## src/rtl/mc_ctrl_fsm_pkg.sv

```systemverilog
// Shared definitions for the multicycle MIPS sequencing controller.
// Holds state codes, the instruction class enum, pc_sel/rf_wsel codes and the
// opcode/funct constants used by the class decoder.
// Latency: n/a (definitions only).  Backpressure: n/a.
package mc_ctrl_pkg;

    typedef enum logic [2:0] {
        S_IF   = 3'd0,
        S_ID   = 3'd1,
        S_EX   = 3'd2,
        S_MEM  = 3'd3,
        S_WB   = 3'd4,
        S_MDW  = 3'd5,
        S_HALT = 3'd7
    } state_t;

    typedef enum logic [3:0] {
        CL_ALU_R,
        CL_ALU_I,
        CL_LOAD,
        CL_STORE,
        CL_BRANCH,
        CL_J,
        CL_JAL,
        CL_JR,
        CL_JALR,
        CL_MULDIV,
        CL_BREAK,
        CL_UNKNOWN
    } inst_class_t;

    // PC source select
    localparam logic [1:0] PC_SEL_PC4    = 2'd0;
    localparam logic [1:0] PC_SEL_BRANCH = 2'd1;
    localparam logic [1:0] PC_SEL_JUMP   = 2'd2;
    localparam logic [1:0] PC_SEL_REG    = 2'd3;

    // Register-file write-back source select
    localparam logic [1:0] WSEL_ALUOUT = 2'd0;
    localparam logic [1:0] WSEL_MDR    = 2'd1;
    localparam logic [1:0] WSEL_LINK   = 2'd2;

    // Opcodes (IR[31:26])
    localparam logic [5:0] OP_SPECIAL  = 6'h00;
    localparam logic [5:0] OP_REGIMM   = 6'h01;
    localparam logic [5:0] OP_J        = 6'h02;
    localparam logic [5:0] OP_JAL      = 6'h03;
    localparam logic [5:0] OP_BR_LO    = 6'h04;
    localparam logic [5:0] OP_BR_HI    = 6'h07;
    localparam logic [5:0] OP_ALUI_LO  = 6'h08;
    localparam logic [5:0] OP_ALUI_HI  = 6'h0F;
    localparam logic [5:0] OP_SPECIAL2 = 6'h1C;
    localparam logic [5:0] OP_LD_LO    = 6'h20;
    localparam logic [5:0] OP_LD_HI    = 6'h25;
    localparam logic [5:0] OP_SB       = 6'h28;
    localparam logic [5:0] OP_SH       = 6'h29;
    localparam logic [5:0] OP_SW       = 6'h2B;

    // SPECIAL funct codes (IR[5:0])
    localparam logic [5:0] FN_JR       = 6'h08;
    localparam logic [5:0] FN_JALR     = 6'h09;
    localparam logic [5:0] FN_BREAK    = 6'h0D;
    localparam logic [5:0] FN_MD_LO    = 6'h18;
    localparam logic [5:0] FN_MD_HI    = 6'h1B;

    function automatic logic in_range(input logic [5:0] v, input logic [5:0] lo,
                                      input logic [5:0] hi);
        return (v >= lo) && (v <= hi);
    endfunction

endpackage

```

## src/rtl/mc_ctrl_fsm_if.sv

```systemverilog
// Controller <-> datapath signal bundle for mc_ctrl_fsm.
// Latency: n/a (wiring only).  Backpressure: dmem_ready / md_done stall the controller.
// Ports: op/funct/branch_cond/dmem_ready/md_done flow datapath -> controller;
//        state, PC/IR/A-B/ALUOut/RF/dmem enables, md_start, instr_change, halted flow
//        controller -> datapath.  master = controller side, slave = datapath side.
//        retire_cnt exists only when MC_RETIRE_CNT_EN is defined.
interface mc_ctrl_fsm_if;

    logic [5:0]  op;
    logic [5:0]  funct;
    logic        branch_cond;
    logic        dmem_ready;
    logic        md_done;

    logic [2:0]  state;
    logic        pc_we;
    logic [1:0]  pc_sel;
    logic        ir_we;
    logic        ab_we;
    logic        aluout_we;
    logic        dmem_re;
    logic        dmem_we;
    logic        rf_we;
    logic [1:0]  rf_wsel;
    logic        md_start;
    logic        instr_change;
    logic        halted;
`ifdef MC_RETIRE_CNT_EN
    logic [31:0] retire_cnt;
`endif

    modport master (
        input  op, funct, branch_cond, dmem_ready, md_done,
        output state, pc_we, pc_sel, ir_we, ab_we, aluout_we, dmem_re, dmem_we,
               rf_we, rf_wsel, md_start, instr_change, halted
`ifdef MC_RETIRE_CNT_EN
        , output retire_cnt
`endif
    );

    modport slave (
        output op, funct, branch_cond, dmem_ready, md_done,
        input  state, pc_we, pc_sel, ir_we, ab_we, aluout_we, dmem_re, dmem_we,
               rf_we, rf_wsel, md_start, instr_change, halted
`ifdef MC_RETIRE_CNT_EN
        , input retire_cnt
`endif
    );

endinterface

```

## src/rtl/mc_ctrl_fsm_inst_class.sv

```systemverilog
// Combinational op/funct -> instruction class decoder.
// Latency: 0 cycles (pure combinational).  Backpressure: none.
// Ports: op, funct in; cls out.
module mc_inst_class
    import mc_ctrl_pkg::*;
(
    input  logic [5:0]  op,
    input  logic [5:0]  funct,
    output inst_class_t cls
);

    always_comb begin
        cls = CL_UNKNOWN;
        if (op == OP_SPECIAL) begin
            if (funct == FN_JR)                         cls = CL_JR;
            else if (funct == FN_JALR)                  cls = CL_JALR;
            else if (funct == FN_BREAK)                 cls = CL_BREAK;
            else if (in_range(funct, FN_MD_LO, FN_MD_HI)) cls = CL_MULDIV;
            else                                        cls = CL_ALU_R;
        end else if (op == OP_SPECIAL2) begin
            cls = CL_ALU_R;
        end else if (op == OP_J) begin
            cls = CL_J;
        end else if (op == OP_JAL) begin
            cls = CL_JAL;
        end else if (op == OP_REGIMM || in_range(op, OP_BR_LO, OP_BR_HI)) begin
            cls = CL_BRANCH;
        end else if (in_range(op, OP_ALUI_LO, OP_ALUI_HI)) begin
            cls = CL_ALU_I;
        end else if (in_range(op, OP_LD_LO, OP_LD_HI)) begin
            cls = CL_LOAD;
        end else if (op == OP_SB || op == OP_SH || op == OP_SW) begin
            cls = CL_STORE;
        end
    end

endmodule

```

## src/rtl/mc_ctrl_fsm.sv

```systemverilog
// Multicycle IF/ID/EX/MEM/WB sequencing controller for the 54-instruction MIPS core.
// Latency: ALU 4, LOAD 5+stall, STORE 4+stall, branch/jump/link 3, MULDIV 4+wait cycles.
// Backpressure: holds in S_MEM until dmem_ready, in S_MDW until md_done (or MD_WAIT_MAX).
// Ports: clk_in, reset (async, active-high) plus bus (mc_ctrl_fsm_if.master).
// Optional: MC_RETIRE_CNT_EN adds bus.retire_cnt, a wrapping retired-instruction count.
module mc_ctrl_fsm
    import mc_ctrl_pkg::*;
#(
    parameter int MD_WAIT_MAX = 0
) (
    input  logic          clk_in,
    input  logic          reset,
    mc_ctrl_fsm_if.master bus
);

    state_t      state_q;
    inst_class_t cls_q;
    inst_class_t cls_dec;
    logic [31:0] md_cnt;
    logic        md_timeout;
    logic        instr_change_q;

    logic        pc_we;
    logic [1:0]  pc_sel;
    logic        ir_we;
    logic        ab_we;
    logic        aluout_we;
    logic        dmem_re;
    logic        dmem_we;
    logic        rf_we;
    logic [1:0]  rf_wsel;
    logic        md_start;

    mc_inst_class u_inst_class (
        .op    (bus.op),
        .funct (bus.funct),
        .cls   (cls_dec)
    );

    // md_cnt counts completed S_MDW cycles; a zero limit leaves the wait unbounded.
    assign md_timeout = (MD_WAIT_MAX > 0) && (md_cnt == 32'(MD_WAIT_MAX - 1));

    always_ff @(posedge clk_in or posedge reset) begin
        if (reset) begin
            state_q        <= S_IF;
            cls_q          <= CL_UNKNOWN;
            md_cnt         <= '0;
            instr_change_q <= 1'b0;
        end else begin
            // S_IF always advances to S_ID, so this marks exactly that S_ID cycle.
            instr_change_q <= (state_q == S_IF);
            case (state_q)
                S_IF: state_q <= S_ID;
                S_ID: begin
                    cls_q <= cls_dec;
                    if (cls_dec == CL_UNKNOWN)    state_q <= S_IF;
                    else if (cls_dec == CL_BREAK) state_q <= S_HALT;
                    else                          state_q <= S_EX;
                end
                S_EX: begin
                    case (cls_q)
                        CL_ALU_R, CL_ALU_I: state_q <= S_WB;
                        CL_LOAD, CL_STORE:  state_q <= S_MEM;
                        CL_MULDIV: begin
                            state_q <= S_MDW;
                            md_cnt  <= '0;
                        end
                        default:            state_q <= S_IF;
                    endcase
                end
                S_MEM: begin
                    if (bus.dmem_ready)
                        state_q <= (cls_q == CL_LOAD) ? S_WB : S_IF;
                end
                S_WB: state_q <= S_IF;
                S_MDW: begin
                    if (bus.md_done || md_timeout) state_q <= S_IF;
                    else                           md_cnt  <= md_cnt + 32'd1;
                end
                S_HALT: state_q <= S_HALT;
                default: state_q <= S_IF;
            endcase
        end
    end

    // Moore decode of state + latched class.  Gated by reset so an in-flight
    // access or write-back is cut off the moment reset rises.
    always_comb begin
        pc_we     = 1'b0;
        pc_sel    = PC_SEL_PC4;
        ir_we     = 1'b0;
        ab_we     = 1'b0;
        aluout_we = 1'b0;
        dmem_re   = 1'b0;
        dmem_we   = 1'b0;
        rf_we     = 1'b0;
        rf_wsel   = WSEL_ALUOUT;
        md_start  = 1'b0;
        if (!reset) begin
            case (state_q)
                S_IF: begin
                    ir_we  = 1'b1;
                    pc_we  = 1'b1;
                    pc_sel = PC_SEL_PC4;
                end
                S_ID: ab_we = 1'b1;
                S_EX: begin
                    case (cls_q)
                        CL_ALU_R, CL_ALU_I, CL_LOAD, CL_STORE: aluout_we = 1'b1;
                        CL_BRANCH: begin
                            pc_we  = bus.branch_cond;
                            pc_sel = PC_SEL_BRANCH;
                        end
                        CL_J: begin
                            pc_we  = 1'b1;
                            pc_sel = PC_SEL_JUMP;
                        end
                        CL_JAL: begin
                            pc_we   = 1'b1;
                            pc_sel  = PC_SEL_JUMP;
                            rf_we   = 1'b1;
                            rf_wsel = WSEL_LINK;
                        end
                        CL_JR: begin
                            pc_we  = 1'b1;
                            pc_sel = PC_SEL_REG;
                        end
                        CL_JALR: begin
                            pc_we   = 1'b1;
                            pc_sel  = PC_SEL_REG;
                            rf_we   = 1'b1;
                            rf_wsel = WSEL_LINK;
                        end
                        CL_MULDIV: md_start = 1'b1;
                        default: ;
                    endcase
                end
                S_MEM: begin
                    dmem_re = (cls_q == CL_LOAD);
                    dmem_we = (cls_q == CL_STORE);
                end
                S_WB: begin
                    rf_we   = 1'b1;
                    rf_wsel = (cls_q == CL_LOAD) ? WSEL_MDR : WSEL_ALUOUT;
                end
                default: ;
            endcase
        end
    end

    assign bus.state        = state_q;
    assign bus.pc_we        = pc_we;
    assign bus.pc_sel       = pc_sel;
    assign bus.ir_we        = ir_we;
    assign bus.ab_we        = ab_we;
    assign bus.aluout_we    = aluout_we;
    assign bus.dmem_re      = dmem_re;
    assign bus.dmem_we      = dmem_we;
    assign bus.rf_we        = rf_we;
    assign bus.rf_wsel      = rf_wsel;
    assign bus.md_start     = md_start;
    assign bus.instr_change = instr_change_q;
    assign bus.halted       = (state_q == S_HALT);

`ifdef MC_RETIRE_CNT_EN
    logic        retire;
    logic [31:0] retire_cnt_q;

    // An instruction retires on the cycle its last state hands over to S_IF/S_HALT.
    always_comb begin
        retire = 1'b0;
        case (state_q)
            S_ID:  retire = (cls_dec == CL_UNKNOWN) || (cls_dec == CL_BREAK);
            S_EX:  retire = !((cls_q == CL_ALU_R) || (cls_q == CL_ALU_I) ||
                              (cls_q == CL_LOAD)  || (cls_q == CL_STORE) ||
                              (cls_q == CL_MULDIV));
            S_MEM: retire = bus.dmem_ready && (cls_q == CL_STORE);
            S_WB:  retire = 1'b1;
            S_MDW: retire = bus.md_done || md_timeout;
            default: retire = 1'b0;
        endcase
    end

    always_ff @(posedge clk_in or posedge reset) begin
        if (reset)       retire_cnt_q <= '0;
        else if (retire) retire_cnt_q <= retire_cnt_q + 32'd1;
    end

    assign bus.retire_cnt = retire_cnt_q;
`endif

endmodule
```

## src/flat_wrapper.sv

```systemverilog
// flat-port wrapper written by rule: the top's interface ports become plain ports
module mc_ctrl_fsm_flat import mc_ctrl_pkg::*;
#(
    parameter int MD_WAIT_MAX = 0
)
  (clk_in, reset, bus_op, bus_funct, bus_branch_cond, bus_dmem_ready, bus_md_done, bus_state, bus_pc_we, bus_pc_sel, bus_ir_we, bus_ab_we, bus_aluout_we, bus_dmem_re, bus_dmem_we, bus_rf_we, bus_rf_wsel, bus_md_start, bus_instr_change, bus_halted);
  mc_ctrl_fsm_if bus_i ();
  input  logic clk_in;
  input  logic reset;
  input wire logic [$bits(bus_i.op)-1:0] bus_op;
  input wire logic [$bits(bus_i.funct)-1:0] bus_funct;
  input wire logic [$bits(bus_i.branch_cond)-1:0] bus_branch_cond;
  input wire logic [$bits(bus_i.dmem_ready)-1:0] bus_dmem_ready;
  input wire logic [$bits(bus_i.md_done)-1:0] bus_md_done;
  output wire logic [$bits(bus_i.state)-1:0] bus_state;
  output wire logic [$bits(bus_i.pc_we)-1:0] bus_pc_we;
  output wire logic [$bits(bus_i.pc_sel)-1:0] bus_pc_sel;
  output wire logic [$bits(bus_i.ir_we)-1:0] bus_ir_we;
  output wire logic [$bits(bus_i.ab_we)-1:0] bus_ab_we;
  output wire logic [$bits(bus_i.aluout_we)-1:0] bus_aluout_we;
  output wire logic [$bits(bus_i.dmem_re)-1:0] bus_dmem_re;
  output wire logic [$bits(bus_i.dmem_we)-1:0] bus_dmem_we;
  output wire logic [$bits(bus_i.rf_we)-1:0] bus_rf_we;
  output wire logic [$bits(bus_i.rf_wsel)-1:0] bus_rf_wsel;
  output wire logic [$bits(bus_i.md_start)-1:0] bus_md_start;
  output wire logic [$bits(bus_i.instr_change)-1:0] bus_instr_change;
  output wire logic [$bits(bus_i.halted)-1:0] bus_halted;
  assign bus_i.op = bus_op;
  assign bus_i.funct = bus_funct;
  assign bus_i.branch_cond = bus_branch_cond;
  assign bus_i.dmem_ready = bus_dmem_ready;
  assign bus_i.md_done = bus_md_done;
  assign bus_state = bus_i.state;
  assign bus_pc_we = bus_i.pc_we;
  assign bus_pc_sel = bus_i.pc_sel;
  assign bus_ir_we = bus_i.ir_we;
  assign bus_ab_we = bus_i.ab_we;
  assign bus_aluout_we = bus_i.aluout_we;
  assign bus_dmem_re = bus_i.dmem_re;
  assign bus_dmem_we = bus_i.dmem_we;
  assign bus_rf_we = bus_i.rf_we;
  assign bus_rf_wsel = bus_i.rf_wsel;
  assign bus_md_start = bus_i.md_start;
  assign bus_instr_change = bus_i.instr_change;
  assign bus_halted = bus_i.halted;
  mc_ctrl_fsm #(.MD_WAIT_MAX(MD_WAIT_MAX)) u_core (.clk_in(clk_in), .reset(reset), .bus(bus_i));
endmodule
```

## config.mk

```make
export PLATFORM = sky130hd
export DESIGN_NAME = mc_ctrl_fsm_flat
export DESIGN_NICKNAME = d
export VERILOG_FILES = /design/src/rtl/mc_ctrl_fsm_pkg.sv /design/src/rtl/mc_ctrl_fsm_if.sv /design/src/rtl/mc_ctrl_fsm_inst_class.sv /design/src/rtl/mc_ctrl_fsm.sv /design/src/flat_wrapper.sv
export SDC_FILE = /design/constraint.sdc
export NUM_CORES = 1
export LEC_CHECK = 0
export CORE_ASPECT_RATIO = 1.5
export CORE_UTILIZATION = 42
export CTS_CLUSTER_SIZE = 12
export DETAILED_ROUTE_END_ITERATION = 16
export HOLD_SLACK_MARGIN = 0.02
export PLACE_DENSITY = 0.78
export SETUP_SLACK_MARGIN = 0.3
export SLEW_MARGIN = 25
export SYNTH_ARGS = -nofsm -noshare
export SYNTH_HDL_FRONTEND = slang
export SYNTH_HIERARCHICAL = 1
export SYNTH_SLANG_ARGS = --single-unit
```

## constraint.sdc

```tcl
create_clock -name clk_in -period 2.23 [get_ports clk_in]
set_input_delay 0.446 -clock clk_in [delete_from_list [all_inputs] [get_ports clk_in]]
set_output_delay 0.446 -clock clk_in [all_outputs]
set_load 0.005 [all_outputs]
```

==> metrics, run 1 <==
Rel. slew slack 0.724; Place WS -0.495 ns; Crit Path Class reg -> out; WP data arrival 1.65 ns; Peak supply drop a little over 800 uV; vias 1361; R2R Path Start u_core/bus.state[2]; CTS hold repair buffers 0; Iteration-0 DRC Markers 85; Post-Synthesis Cells 111; CP delay by family, top simple AND/OR/NAND/NOR gates; io pins 34; crit path from u_core/bus.state[2]; Yosys cell types roughly 40; drt via density 6.27; placed instance area 0.00135 sq mm; Util after Layout 0.920; LEAKAGE 0.777 nW; Slowest Stage Delay on Critical Path 0.41 ns; Area contributors post-synth dfrtp_1 15%, dfstp_2 9.4%, a21oi_1 5.4%; starting density of the core 0.451; vias in the first global route about 1300; die height 56.6 um; RD Place Congestion a little under 0.9; area leader, netlist dfrtp_1; Clock transition at path regs about 0.060 ns; All-Layer GR Usage 0.369; final instance count without filler cells approximately 220; worst hold margin 0.282 ns; H-tree Lvls 1; die area 0.00218 sq mm; Min-Delay Path Class in -> async; M2 GR Usage 0.634; post-route cell area 0.00171 sq mm; Post-synth EDFFs 0; Seq/Total Area, Yosys 0.244; first-pass GRT wire length 5.81 mm; most instantiated cells after synthesis 11 x nor2_1, 9 x a21oi_1, 9 x o21ai_0, 8 x nand2_1; post-synth top area share 0.150; die width 38.4 um; Final Max Tran Viols 0; CP max FO 5; Slowest cell on crit path dfrtp_1; count leader, synth nor2_1; asr flop ratio synth 1.00; multi-input logic area 713 sq um; core footprint 0.00185 sq mm; CP Buf/Inv Count 3; NumNets Final 214; initial antenna violation count 0; Routed WL per cell 20.6 um; IO Port Bufs 33; clock sink count 8; unrepaired setup endpoints after global routing true; total power 1.84 mW; area occupied by registers 204 sq um; Post-Syn Area 836 sq um; clk buf depth 2; share of cells above drive strength 1 0.592; dpl hpwl about 2.2 mm; drt first pass iters 4; setup_tns 0 ns; largest net degree at the start of global routing 11; Ys Warns 6; Worst-Skew Late Latency 0.28 ns; diode count 0; PwrDens 1080 mW/mm^2; GR Overflow Total 0; Fin Clk Skew 0.0162 ns; status complete, no violations; final setup margin 0.132 ns; GRT Max-Usage Layer met2; antenna viol nets, final 0; Startpoint Class flop; Max-Cap Viols 0; met3 GRT Util 0.0711; Setup crit end kind primary output; Synth Net Count ~130; Slew @ Worst Pin 0.411 ns; CP most frequent cell buf_6; cts bufs inserted 3; Area Growth Syn to Fin 104%; DRC viols 0; syn_area_per_cell 7.53 sq um; CTS tree built; prevailing post-synth register cell dfrtp_1; Req. time, crit path 1.78 ns; #FFs+latches synth 8; crit-path cells buf_6, or3_4, buf_6, nor2_1, buf_2; final cycle utilization of the critical path 0.941; Total Routed Length 4.47 mm; GR Layer Usage met1 0.384; site row count 19; root buffer cell clkbuf_4; # setup viols final 0; Inst Count DP 183; Final min period 2.10 ns; fmax 477 MHz; Final Hold Viols 0; # fillers 78
[kinds of logic after synthesis]
kind of cell / synth area share
buffers and inverters: 0.0749
multiplexers: 0.0539
flip-flops: 0.244
AO/OA/AOI/OAI: 0.248
XOR/XNOR: 0.0105
AND/OR/NAND/NOR: 0.368
[flip-flops by register name, indices dropped and copies added (netlist names)]
register                 flops
u_core/cls_q                 4
u_core/bus.state             3
u_core/bus.instr_change      1
[metal layers]
layer / vias up / wire, um
li1: 580 / -
met2: 105 / 2360
met1: 642 / 1560
met3: 34 / 291
met4: 0 / 260
met5: - / 0
[final cells by class]
| cell class | instances | share of cell area |
|---|---|---|
| multi-input cells | 90 | 0.418 |
| repair buffers | 88 | 0.415 |
| flip-flops and latches | 8 | 0.120 |
| inverters | 6 | 0.0169 |
| clock buffers | 4 | 0.0154 |
| well taps | 21 | 0.0154 |
[final timing paths]
path	to	slack (ns)	cells past startpoint
max	bus_md_start	0.13	5
min	u_core/bus.state[2]	0.28	3
max reg2reg	u_core/bus.state[2]	0.23	6
min reg2reg	u_core/cls_q[3]	0.69	1
max in group asynchronous	u_core/cls_q[3]	1.71	3
min in group clk_in	u_core/cls_q[3]	0.69	1
[layout by cell type, fill, tap and decap left out, types with 2 or more instances in the layout]
cell type | synthesis | layout
buf_4 | 0 | 45
buf_6 | 1 | 12
buf_2 | 3 | 11
nor2_1 | 11 | 9
clkdlybuf4s50_1 | 0 | 7
dlygate4sd2_1 | 0 | 7
nand2_1 | 8 | 6
a21oi_1 | 9 | 6
dfrtp_1 | 5 | 5
o21ai_1 | 1 | 4
mux2_2 | 4 | 4
o21ai_0 | 9 | 4
clkbuf_4 | 0 | 3
clkbuf_2 | 0 | 3
inv_1 | 5 | 3
nor3_1 | 5 | 3
nand3_1 | 4 | 3
or3_4 | 0 | 3
a21oi_2 | 0 | 3
dfstp_2 | 3 | 3
a31oi_1 | 2 | 2
nand2b_1 | 3 | 2
o21ai_2 | 0 | 2
nand2_2 | 0 | 2
nor4_2 | 0 | 2
nor3_2 | 1 | 2
nor2_2 | 0 | 2
nand3b_1 | 2 | 2
o211ai_1 | 2 | 2
[worst min-delay path: stages]
cell,delay (ns)
clkdlybuf4s15_2,0.21
clkinvlp_4,0.08
buf_4,0.17
[power by group]
part | internal [mW] | total, mW | switching [mW]
logic | 0.756 | 1.42 | 0.662
registers | 0.234 | 0.294 | 0.0599
clock network | 0.0689 | 0.127 | 0.0582
total | 1.06 | 1.84 | 0.780
[repair_timing]
item,CTS,global route
gates resized for setup,88,36
pin swaps,16,21
setup endpoints to repair,16,15
setup buffers,16,14
No activity file was read; power rests on OpenSTA's default activity.
==> run 2, diff against run 1 <==
Settings changed: CORE_MARGIN set to 5.
==> metrics, run 2 (synthesis gave the netlist of run 1 again) <==
Iteration-0 DRC Markers 26 (-69%); CP delay by family, top flip-flops; All-Layer GR Usage 0.256 (-0.114); dpl hpwl 2.17 mm (-2.7%); NumNets Final 205 (-4.2%); WP data arrival 1.63 ns (-0.02 ns); Req. time, crit path 1.78 ns (about the same); max reg flops 4 (unchanged); die area 0.00300 sq mm (+38%); core footprint 0.00188 sq mm (+1.3%); CP max FO 4 (-1); drt via density 5.96 (-5.0%); Slowest cell on crit path dfrtp_1; initial antenna violation count 0 (unchanged); r2r worst-path depth 7 (+1); register bank with the most flops u_core/cls_q; Max-Cap Viols 0 (unchanged); IO Port Bufs 33 (unchanged); Setup crit end kind primary output; cts bufs inserted 3 (unchanged); CTS tree built; fmax 481 MHz (+0.88%); first-pass GRT wire length 5.55 mm (-4.5%); die width 46.4 um (+21%); DRC viols 0 (unchanged); Slew @ Worst Pin 0.281 ns (-0.130 ns); CTS hold repair buffers 0 (unchanged); io pins 34 (unchanged); # fillers 103 (+32%); largest net degree at the start of global routing 11 (unchanged); PwrDens 1040 mW/mm^2 (-3.4%); post-route cell area 0.00162 sq mm (-5.1%); Fin Clk Skew 0.00860 ns (-0.00759 ns); status complete, no violations; # setup viols final 0 (unchanged); placed instance area 0.00135 sq mm (-0.56%); Final Hold Viols 0 (unchanged); final cycle utilization of the critical path 0.933 (-0.00821); LEAKAGE 0.758 nW (-2.5%); drt first pass iters 4 (unchanged); Total Routed Length 3.65 mm (-18%); root buffer cell clkbuf_4; vias in the first global route 1256 (-3.8%); Util after Layout 0.862 (-0.0583); diode count 0 (unchanged); Min-Delay Path Class in -> async; Final Max Tran Viols 0 (unchanged); Clock transition at path regs 0.06 ns (about the same); area occupied by registers 204 sq um (unchanged); clk buf depth 2 (unchanged); multi-input logic area 696 sq um (-2.5%); Rel. slew slack 0.811 (+0.0868); cell count along the critical path 4 (-1); vias 1239 (-9.0%); clock sink count 8 (unchanged); CP Buf/Inv Count 2 (-1); die height 64.6 um (+14%); unrepaired setup endpoints after global routing true; Routed WL per cell 17.5 um (-15%); setup_tns 0 ns (unchanged); Worst-Skew Late Latency 0.27 ns (about the same); RD Place Congestion 0.843 (-5.5%); commonest non-fill, non-tap cells in the layout 39 x buf_4, 13 x buf_2, 9 x nor2_1, 8 x buf_6, 7 x dlygate4sd2_1; Final min period 2.08 ns (-0.0183 ns); antenna viol nets, final 0 (unchanged); Peak supply drop 662 uV (-19%); Crit Path Class reg -> out; Area Growth Syn to Fin 93.7%; site row count 19 (unchanged); H-tree Lvls 1 (unchanged); starting density of the core 0.445 (-0.00571); share of cells above drive strength 1 0.561 (-0.0303); crit-path cells buf_6, or3_4, o32ai_2, buf_2; Startpoint Class flop; total power 1.68 mW (-8.4%); GR Overflow Total 0 (unchanged); most common cell after layout, fill and taps aside buf_4; Slowest Stage Delay on Critical Path 0.40 ns (about the same)
[run 2: cell count changes in the layout (fill, tap and decap cells not counted), sizes merged]
cell / change
dlymetal6s2s: +2
clkdlybuf4s15: -1
buf: -7
clkdlybuf4s50: -1
clkbuf: -2
[run 2: final timing paths]
kind,endpoint,startpoint,slack [ns]
worst max-delay path,bus_rf_we,u_core/bus.state[2],0.15
worst min-delay path,u_core/bus.state[0],reset,0.31
worst max register to register,u_core/bus.state[2],u_core/bus.state[0],0.36
worst min register to register,u_core/cls_q[2],u_core/cls_q[2],0.68
max in group asynchronous,u_core/cls_q[3],reset,1.70
min in group clk_in,u_core/cls_q[2],u_core/cls_q[2],0.68
[run 2: power by group]
part / switching (mW) / internal, mW
logic: 0.597 / 0.682
registers: 0.0456 / 0.233
clock network: 0.0586 / 0.0690
[run 2: per-layer routing]
metal | wire length [um] | up-vias | global-route usage
met1 | 1270 | 591 | 0.250
li1 | - | 564 | -
met4 | 178 | 0 | 0.185
met3 | 247 | 20 | 0.0305
met2 | 1950 | 64 | 0.459
met5 | 0 | - | 0
[run 2: timing repair]
action / CTS / global route
gates resized for setup: 101 / 22
endpoints found under the setup margin: 16 / 16
cloned: 0 / 0
buffers inserted: 20 / 2
pin swaps: 18 / 13
[run 2: worst min-delay path, delay by kind of cell]
| kind | cells | cell delay [ns] |
|---|---|---|
| buffers and inverters | 3 | 0.48 |
[run 2: metrics by stage]
stage	hold WS [ns]	worst slack, ns	cells
6_report	0.311	0.150	208
5_1_grt	0.314	0.0889	208
4_1_cts	0.277	0.165	206
3_5_place_dp	0.594	-0.434	182
3_3_place_gp	0.586	-0.420	182
2_1_floorplan	0.226	0.297	111
[run 2: layout make-up]
class | count | share of cell area
multi-input combinational | 90 | 0.430
sequential | 8 | 0.126
timing repair buffer | 79 | 0.394
tap | 21 | 0.0162
inverter | 6 | 0.0178
clock buffer | 4 | 0.0162
